--- src/rtl/elevator_call_panel.sv ---
// Hall-call front end: 2-flop button sync, per-floor debounce, per-floor call FSM.
// Optional CALL_STATS_EN adds the saturating served_cnt output.
module elevator_call_panel #(
  parameter int NUM_FLOORS      = 3,
  parameter int DEBOUNCE_CYCLES = 4,
  parameter int CNT_W           = 3
) (
  input  logic                  clk,
  input  logic                  rst_n,
  input  logic [NUM_FLOORS:1]   btn_n,
  input  logic [NUM_FLOORS:1]   floor_at,
  input  logic [NUM_FLOORS:1]   clr,
  output logic [NUM_FLOORS:1]   call,
  output logic [NUM_FLOORS:1]   btn_db,
  output logic                  any_call,
  output logic                  clr_err
`ifdef CALL_STATS_EN
  ,
  output logic [7:0]            served_cnt
`endif
);

  typedef enum logic [1:0] {
    IDLE     = 2'd0,
    CALLED   = 2'd1,
    CLR_WAIT = 2'd2
  } state_t;

  localparam logic [CNT_W-1:0] DB_LAST = CNT_W'(DEBOUNCE_CYCLES - 1);

  logic [NUM_FLOORS:1] sync1;
  logic [NUM_FLOORS:1] sync_n;
  logic [NUM_FLOORS:1] btn_db_d;
  logic [NUM_FLOORS:1] db_rise;
  logic [NUM_FLOORS:1] db_fall;
  logic [NUM_FLOORS:1] clr_ok;
  logic [NUM_FLOORS:1] call_d;
  logic [NUM_FLOORS:1] retire;
  logic                clr_err_d;
  logic [CNT_W-1:0]    cnt_q [NUM_FLOORS:1];
  logic [CNT_W-1:0]    cnt_d [NUM_FLOORS:1];
  state_t              state_q [NUM_FLOORS:1];
  state_t              state_d [NUM_FLOORS:1];

  always_ff @(posedge clk) begin
    if (!rst_n) begin
      sync1  <= '1;
      sync_n <= '1;
    end else begin
      sync1  <= btn_n;
      sync_n <= sync1;
    end
  end

  // A sample counts toward a change when its active-high level (~sync_n) differs from btn_db
  always_comb begin
    btn_db_d = btn_db;
    db_rise  = '0;
    db_fall  = '0;
    for (int unsigned i = 1; i <= NUM_FLOORS; i++) begin
      cnt_d[i] = '0;
      if (sync_n[i] == btn_db[i]) begin
        if (cnt_q[i] == DB_LAST) begin
          btn_db_d[i] = ~btn_db[i];
          db_rise[i]  = ~btn_db[i];
          db_fall[i]  = btn_db[i];
        end else begin
          cnt_d[i] = cnt_q[i] + CNT_W'(1);
        end
      end
    end
  end

  assign clr_ok    = clr & floor_at;
  assign clr_err_d = |(clr & ~floor_at);

  always_comb begin
    call_d = '0;
    retire = '0;
    for (int unsigned i = 1; i <= NUM_FLOORS; i++) begin
      state_d[i] = state_q[i];
      case (state_q[i])
        IDLE: begin
          if (db_rise[i]) state_d[i] = CALLED;
        end
        CALLED: begin
          if (clr_ok[i]) state_d[i] = btn_db[i] ? CLR_WAIT : IDLE;
        end
        CLR_WAIT: begin
          if (db_fall[i]) state_d[i] = IDLE;
        end
        default: state_d[i] = IDLE;
      endcase
      call_d[i] = (state_d[i] != IDLE);
      retire[i] = (state_q[i] != IDLE) && (state_d[i] == IDLE);
    end
  end

  always_ff @(posedge clk) begin
    if (!rst_n) begin
      btn_db  <= '0;
      call    <= '0;
      clr_err <= 1'b0;
      for (int unsigned i = 1; i <= NUM_FLOORS; i++) begin
        cnt_q[i]   <= '0;
        state_q[i] <= IDLE;
      end
    end else begin
      btn_db  <= btn_db_d;
      call    <= call_d;
      clr_err <= clr_err_d;
      for (int unsigned i = 1; i <= NUM_FLOORS; i++) begin
        cnt_q[i]   <= cnt_d[i];
        state_q[i] <= state_d[i];
      end
    end
  end

  assign any_call = |call;

`ifdef CALL_STATS_EN
  logic [8:0] served_sum;

  always_comb begin
    served_sum = {1'b0, served_cnt};
    for (int unsigned i = 1; i <= NUM_FLOORS; i++) begin
      if (retire[i] && served_sum != 9'd255) served_sum = served_sum + 9'd1;
    end
  end

  always_ff @(posedge clk) begin
    if (!rst_n) served_cnt <= '0;
    else        served_cnt <= served_sum[7:0];
  end
`else
  logic unused_retire;
  assign unused_retire = |retire;
`endif

endmodule

--- config.mk ---
export PLATFORM = sky130hd
export DESIGN_NAME = elevator_call_panel
export DESIGN_NICKNAME = d
export VERILOG_FILES = /design/src/rtl/elevator_call_panel.sv
export SDC_FILE = /design/constraint.sdc
export NUM_CORES = 1
export LEC_CHECK = 0
export ABC_AREA = 0
export CAP_MARGIN = 5
export CORE_MARGIN = 2
export CORE_UTILIZATION = 55
export CTS_BUF_LIST = sky130_fd_sc_hd__clkbuf_2
export CTS_CLUSTER_SIZE = 30
export DETAILED_ROUTE_END_ITERATION = 8
export DONT_BUFFER_PORTS = 1
export GPL_TIMING_DRIVEN = 0
export PLACE_DENSITY = 0.68
export SETUP_SLACK_MARGIN = 0.2
export SYNTH_ARGS = -nofsm -noshare
export SYNTH_HDL_FRONTEND = slang
export SYNTH_SLANG_ARGS = --single-unit
--- constraint.sdc ---
create_clock -name clk -period 1.7 [get_ports clk]
set_input_delay 0.17 -clock clk [delete_from_list [all_inputs] [get_ports clk]]
set_output_delay 0.17 -clock clk [all_outputs]
set_load 0.01 [all_outputs]
==> run_summary.xml <==
<?xml version="1.0" encoding="UTF-8"?>
<metrics>
  <group name="logic_synthesis">
    <metric name="synthCells" unit="">108</metric>
    <metric name="syn_area" unit="mm²">0.00107</metric>
    <metric name="synth_area_per_cell" unit="µm²">9.91</metric>
    <metric name="synth-compound-area-share" unit="%">11.5</metric>
    <metric name="combinational_family_with_the_most_area_after_synthesis" unit="">simple AND/OR/NAND/NOR gates</metric>
    <metric name="synth_fp_nets" unit="">125</metric>
    <metric name="synth.mux.area_fraction" unit="%">0</metric>
    <metric name="synthAdderAreaFrac" unit="%">7.02</metric>
    <metric name="seq_total_area_yosys" unit="%">52.4</metric>
    <metric name="yosys_warnings" unit="">0</metric>
    <metric name="synth_xor_xnor_area_share" unit="%">2.46</metric>
    <metric name="synthDistinctLibCells" unit="">32</metric>
    <metric name="synth_seq_cells" unit="">28</metric>
    <metric name="synth_area_in_simple_gates" unit="%">20.9</metric>
  </group>
  <group name="timing">
    <metric name="min_period" unit="ns">1.49</metric>
    <metric name="tightest_slew" unit="ns">0.342</metric>
    <metric name="maxClockFrequency" unit="GHz">0.672</metric>
    <metric name="hold-worst-slack" unit="ns">0.0704</metric>
    <metric name="share_of_the_clock_period_used_by_the_worst_path_after_layout" unit="%">87.5</metric>
    <metric name="relSlewSlack" unit="%">77.1</metric>
    <metric name="final_hold_violation_count" unit="">0</metric>
    <metric name="setup_tns" unit="ns">0</metric>
    <metric name="setup_viol" unit="">0</metric>
    <metric name="maxSlewViolCount" unit="">0</metric>
    <metric name="grt_setup_unrepaired" unit="">true</metric>
    <metric name="clock_skew" unit="ns">0.00934</metric>
  </group>
  <group name="routing">
    <metric name="drc_errors" unit="">0</metric>
    <metric name="firstDrtPassIters" unit="">4</metric>
    <metric name="finalWirelength" unit="µm">1660</metric>
    <metric name="detailroute.wirelength.met2" unit="µm">803</metric>
    <metric name="drt-met1-wl" unit="µm">746</metric>
    <metric name="drtIter0Drc" unit="">10</metric>
    <metric name="detailed_route_via_count" unit="">754</metric>
    <metric name="routed.top_layer" unit="">met4</metric>
    <metric name="post_drt_wl_per_cell" unit="µm">11.6</metric>
    <metric name="detail_route.vias_per_cell" unit="">5.27</metric>
    <metric name="metal3_wl" unit="µm">94</metric>
    <metric name="final_antenna_net_count" unit="">0</metric>
  </group>
  <group name="worst_hold_path">
    <metric name="min-delay-path-class" unit="">in -&gt; reg</metric>
    <metric name="hold_path.startpoint" unit="">rst_n</metric>
    <metric name="timing.hold.worst_path_depth" unit="">2</metric>
    <metric name="timing.hold.worst_endpoint" unit="">sync_n[3]</metric>
  </group>
  <group name="floorplan">
    <metric name="start_util" unit="%">60.0</metric>
    <metric name="die_area" unit="mm²">0.00231</metric>
    <metric name="floorplan.io_pins" unit="">19</metric>
    <metric name="die-height" unit="µm">48.1</metric>
    <metric name="fp.dieW" unit="µm">48.1</metric>
    <metric name="placementRows" unit="">15</metric>
    <metric name="coreArea" unit="mm²">0.00178</metric>
  </group>
  <group name="layout">
    <metric name="mostFrequentLayoutCells" unit="">sky130_fd_sc_hd__dfxtp_1 (26), sky130_fd_sc_hd__nor2_1 (17), sky130_fd_sc_hd__inv_1 (12)</metric>
    <metric name="ratio_of_cells_with_drive_above_1_in_the_final_layout" unit="%">14.4</metric>
    <metric name="insertedDiodeCount" unit="">0</metric>
    <metric name="nNetsFinal" unit="">136</metric>
    <metric name="area.growth.synth_to_final" unit="%">17.5</metric>
    <metric name="mostFrequentLayoutCell" unit="">sky130_fd_sc_hd__dfxtp_1</metric>
  </group>
  <group name="critical_path">
    <metric name="worst-setup-path-type" unit="">reg -&gt; reg</metric>
    <metric name="path_cells" unit="">ha_4 -&gt; ha_4 -&gt; or3b_1 -&gt; a211o_1 -&gt; a21oi_2</metric>
    <metric name="required" unit="ns">2.01</metric>
    <metric name="setup.worst_path.start_class" unit="">flop</metric>
    <metric name="timing.critical_path.slowest_cell_delay" unit="ns">0.40</metric>
    <metric name="reg2regPathDepth" unit="">5</metric>
    <metric name="reg2reg_from" unit="">cnt_q[0][6]</metric>
    <metric name="crit-reg2reg-capture" unit="">call[2]</metric>
    <metric name="critPathLaunch" unit="">cnt_q[0][6]</metric>
    <metric name="crit_fanout" unit="">2</metric>
    <metric name="crit_path_top_delay_cell" unit="">sky130_fd_sc_hd__dfxtp_2</metric>
    <metric name="cp_common_cell" unit="">sky130_fd_sc_hd__ha_4</metric>
    <metric name="end_kind" unit="">flop</metric>
    <metric name="worst-endpoint-arrival" unit="ns">1.80</metric>
    <metric name="rrSetupSlack" unit="ns">0.21</metric>
  </group>
  <group name="placed_design">
    <metric name="placer_congestion_estimate" unit="">0.771</metric>
    <metric name="io_buffer_count" unit="">0</metric>
    <metric name="dp_hpwl" unit="µm">1110</metric>
  </group>
  <group name="run_status">
    <metric name="status" unit="">finished, final reports clean</metric>
  </group>
  <group name="global_routing">
    <metric name="pin_count_of_the_biggest_net_entering_global_routing" unit="">17</metric>
    <metric name="globalRouteOverflowTotal" unit="">0</metric>
    <metric name="grt_antenna_before_repair" unit="">0</metric>
    <metric name="grt_first_pass_wirelength" unit="µm">2600</metric>
    <metric name="via_count_of_the_first_global_routing_pass" unit="">637</metric>
    <metric name="global_route.usage.total" unit="%">16.8</metric>
  </group>
  <group name="power_and_ir_drop">
    <metric name="p_per_area" unit="mW/mm²">876</metric>
    <metric name="vdd_drop_max" unit="mV">0.625</metric>
    <metric name="p_leak" unit="nW">0.498</metric>
  </group>
  <group name="clock_tree">
    <metric name="cts-buffers-inserted" unit="">3</metric>
    <metric name="tritoncts" unit="">done</metric>
    <metric name="cts_num_sinks" unit="">28</metric>
    <metric name="cts.path.max_buffers" unit="">2</metric>
    <metric name="clock_insertion_delay_worst_skew" unit="ns">0.36</metric>
    <metric name="htree_num_levels" unit="">1</metric>
    <metric name="root_buffer" unit="">sky130_fd_sc_hd__clkbuf_2</metric>
    <metric name="clk_transition_reported_paths" unit="ns">0.24</metric>
  </group>
  <group name="job">
    <metric name="max_cap_viol_count" unit="">0</metric>
  </group>
</metrics>
==> logic make-up (layout without fill, tap and decap cells) <==
family	Yosys count	count (layout)
AND/OR/NAND/NOR	41	41
flip-flops	28	28
AO/OA/AOI/OAI	16	16
buffers and inverters	14	24
adder cells (fa/ha/maj)	6	6
XOR/XNOR	3	3
==> area by class of cell <==
| cell class | count | area [µm²] |
|---|---|---|
| repair buffers | 6 | 57.6 |
| inverters | 12 | 45.0 |
| flip-flops and latches | 28 | 563 |
| well taps | 25 | 31.3 |
| multi-input cells | 66 | 499 |
| fillers | 133 | 526 |
| clock inverters | 1 | 30.0 |
| clock buffers | 3 | 15.0 |
| plain buffers | 2 | 16.3 |
==> per-layer routing <==
metal,vias to the layer above,GRT usage (%)
li1,386,-
met1,346,20.1
met2,19,27.2
met3,3,7.78
met4,0,4.86
met5,-,0
==> worst max-delay path: cells and delay by family (launching register included) <==
| family | cells | cell delay [ns] |
|---|---|---|
| compound gates | 2 | 0.45 |
| flops | 1 | 0.40 |
| simple gates | 1 | 0.34 |
| fa+ha+maj | 2 | 0.26 |
==> sequential cells by signal, summed over array words and instances (netlist names) <==
| name | cells |
|---|---|
| clr_err | 1 |
| state_q | 6 |
| sync_n | 3 |
| sync1 | 3 |
| cnt_q | 9 |
| call | 3 |
| btn_db | 3 |
==> repair_timing <==
item                                   in CTS  in global routing
hold buffers                                5                  0
pin swaps                                   2                  3
setup endpoints to repair                   2                  6
setup buffers                               1                  0
gates resized for setup                     3                  8
cloned                                      0                  0
endpoints found under the hold margin       4                  0
==> through the flow <==
| stage | instance area (µm²) | instances | power, W | utilization, % | setup WS, ns |
|---|---|---|---|---|---|
| global route | 1260 | 143 | 0.00115 | 70.5 | 0.161 |
| finish | 1260 | 143 | 0.00110 | 70.5 | 0.212 |
| detailed placement | 1100 | 133 | 0.000717 | 61.8 | 0.147 |
| floorplan | 1070 | 108 | 0.000710 | - | 0.247 |
| global placement | 1100 | 133 | 0.000716 | 61.8 | 0.155 |
| CTS | 1210 | 143 | 0.00112 | 67.9 | 0.191 |
==> synth_stat cells (all sizes together) <==
library cell	n	share of area, %
nor2b	2	1.2
nor4b	1	0.82
o21bai	1	0.70
o21a	3	2.1
a211oi	3	2.1
or3b	1	0.82
inv	12	4.2
and3	1	0.70
a21oi	2	0.94
ha	6	7.0
nor2	17	6.0
and4b	1	0.94
clkbuf	1	0.47
buf	1	1.1
dfxtp	28	52
nand2	1	0.35
nand3	2	0.94
and4	1	0.82
o31a	1	0.82
a222oi	1	0.94
a22oi	1	0.70
or3	4	2.5
a32oi	1	0.82
a311oi	1	0.82
nor4	1	0.59
nand2b	7	4.1
xor2	3	2.5
and2	1	0.59
a211o	1	0.82
and2b	1	0.70
a21boi	1	0.70
==> how the worst max path moves through the flow <==
stage                     cells after the start       to  slack [ns]
after floorplan                               5  call[2]        0.25
after global placement                        5  call[2]        0.15
after detailed placement                      5  call[2]        0.15
after CTS                                     5  call[2]        0.19
after global routing                          5  call[2]        0.16
final                                         5  call[2]        0.21
==> report_power, final <==
part	internal [W]	switching [W]	total, W
registers	0.000669	0.00000678	0.000676
clock network	0.000203	0.000183	0.000386
logic	0.0000222	0.0000178	0.0000399
total	0.000894	0.000208	0.00110
Note: power is estimated with default switching activity, not from simulation.
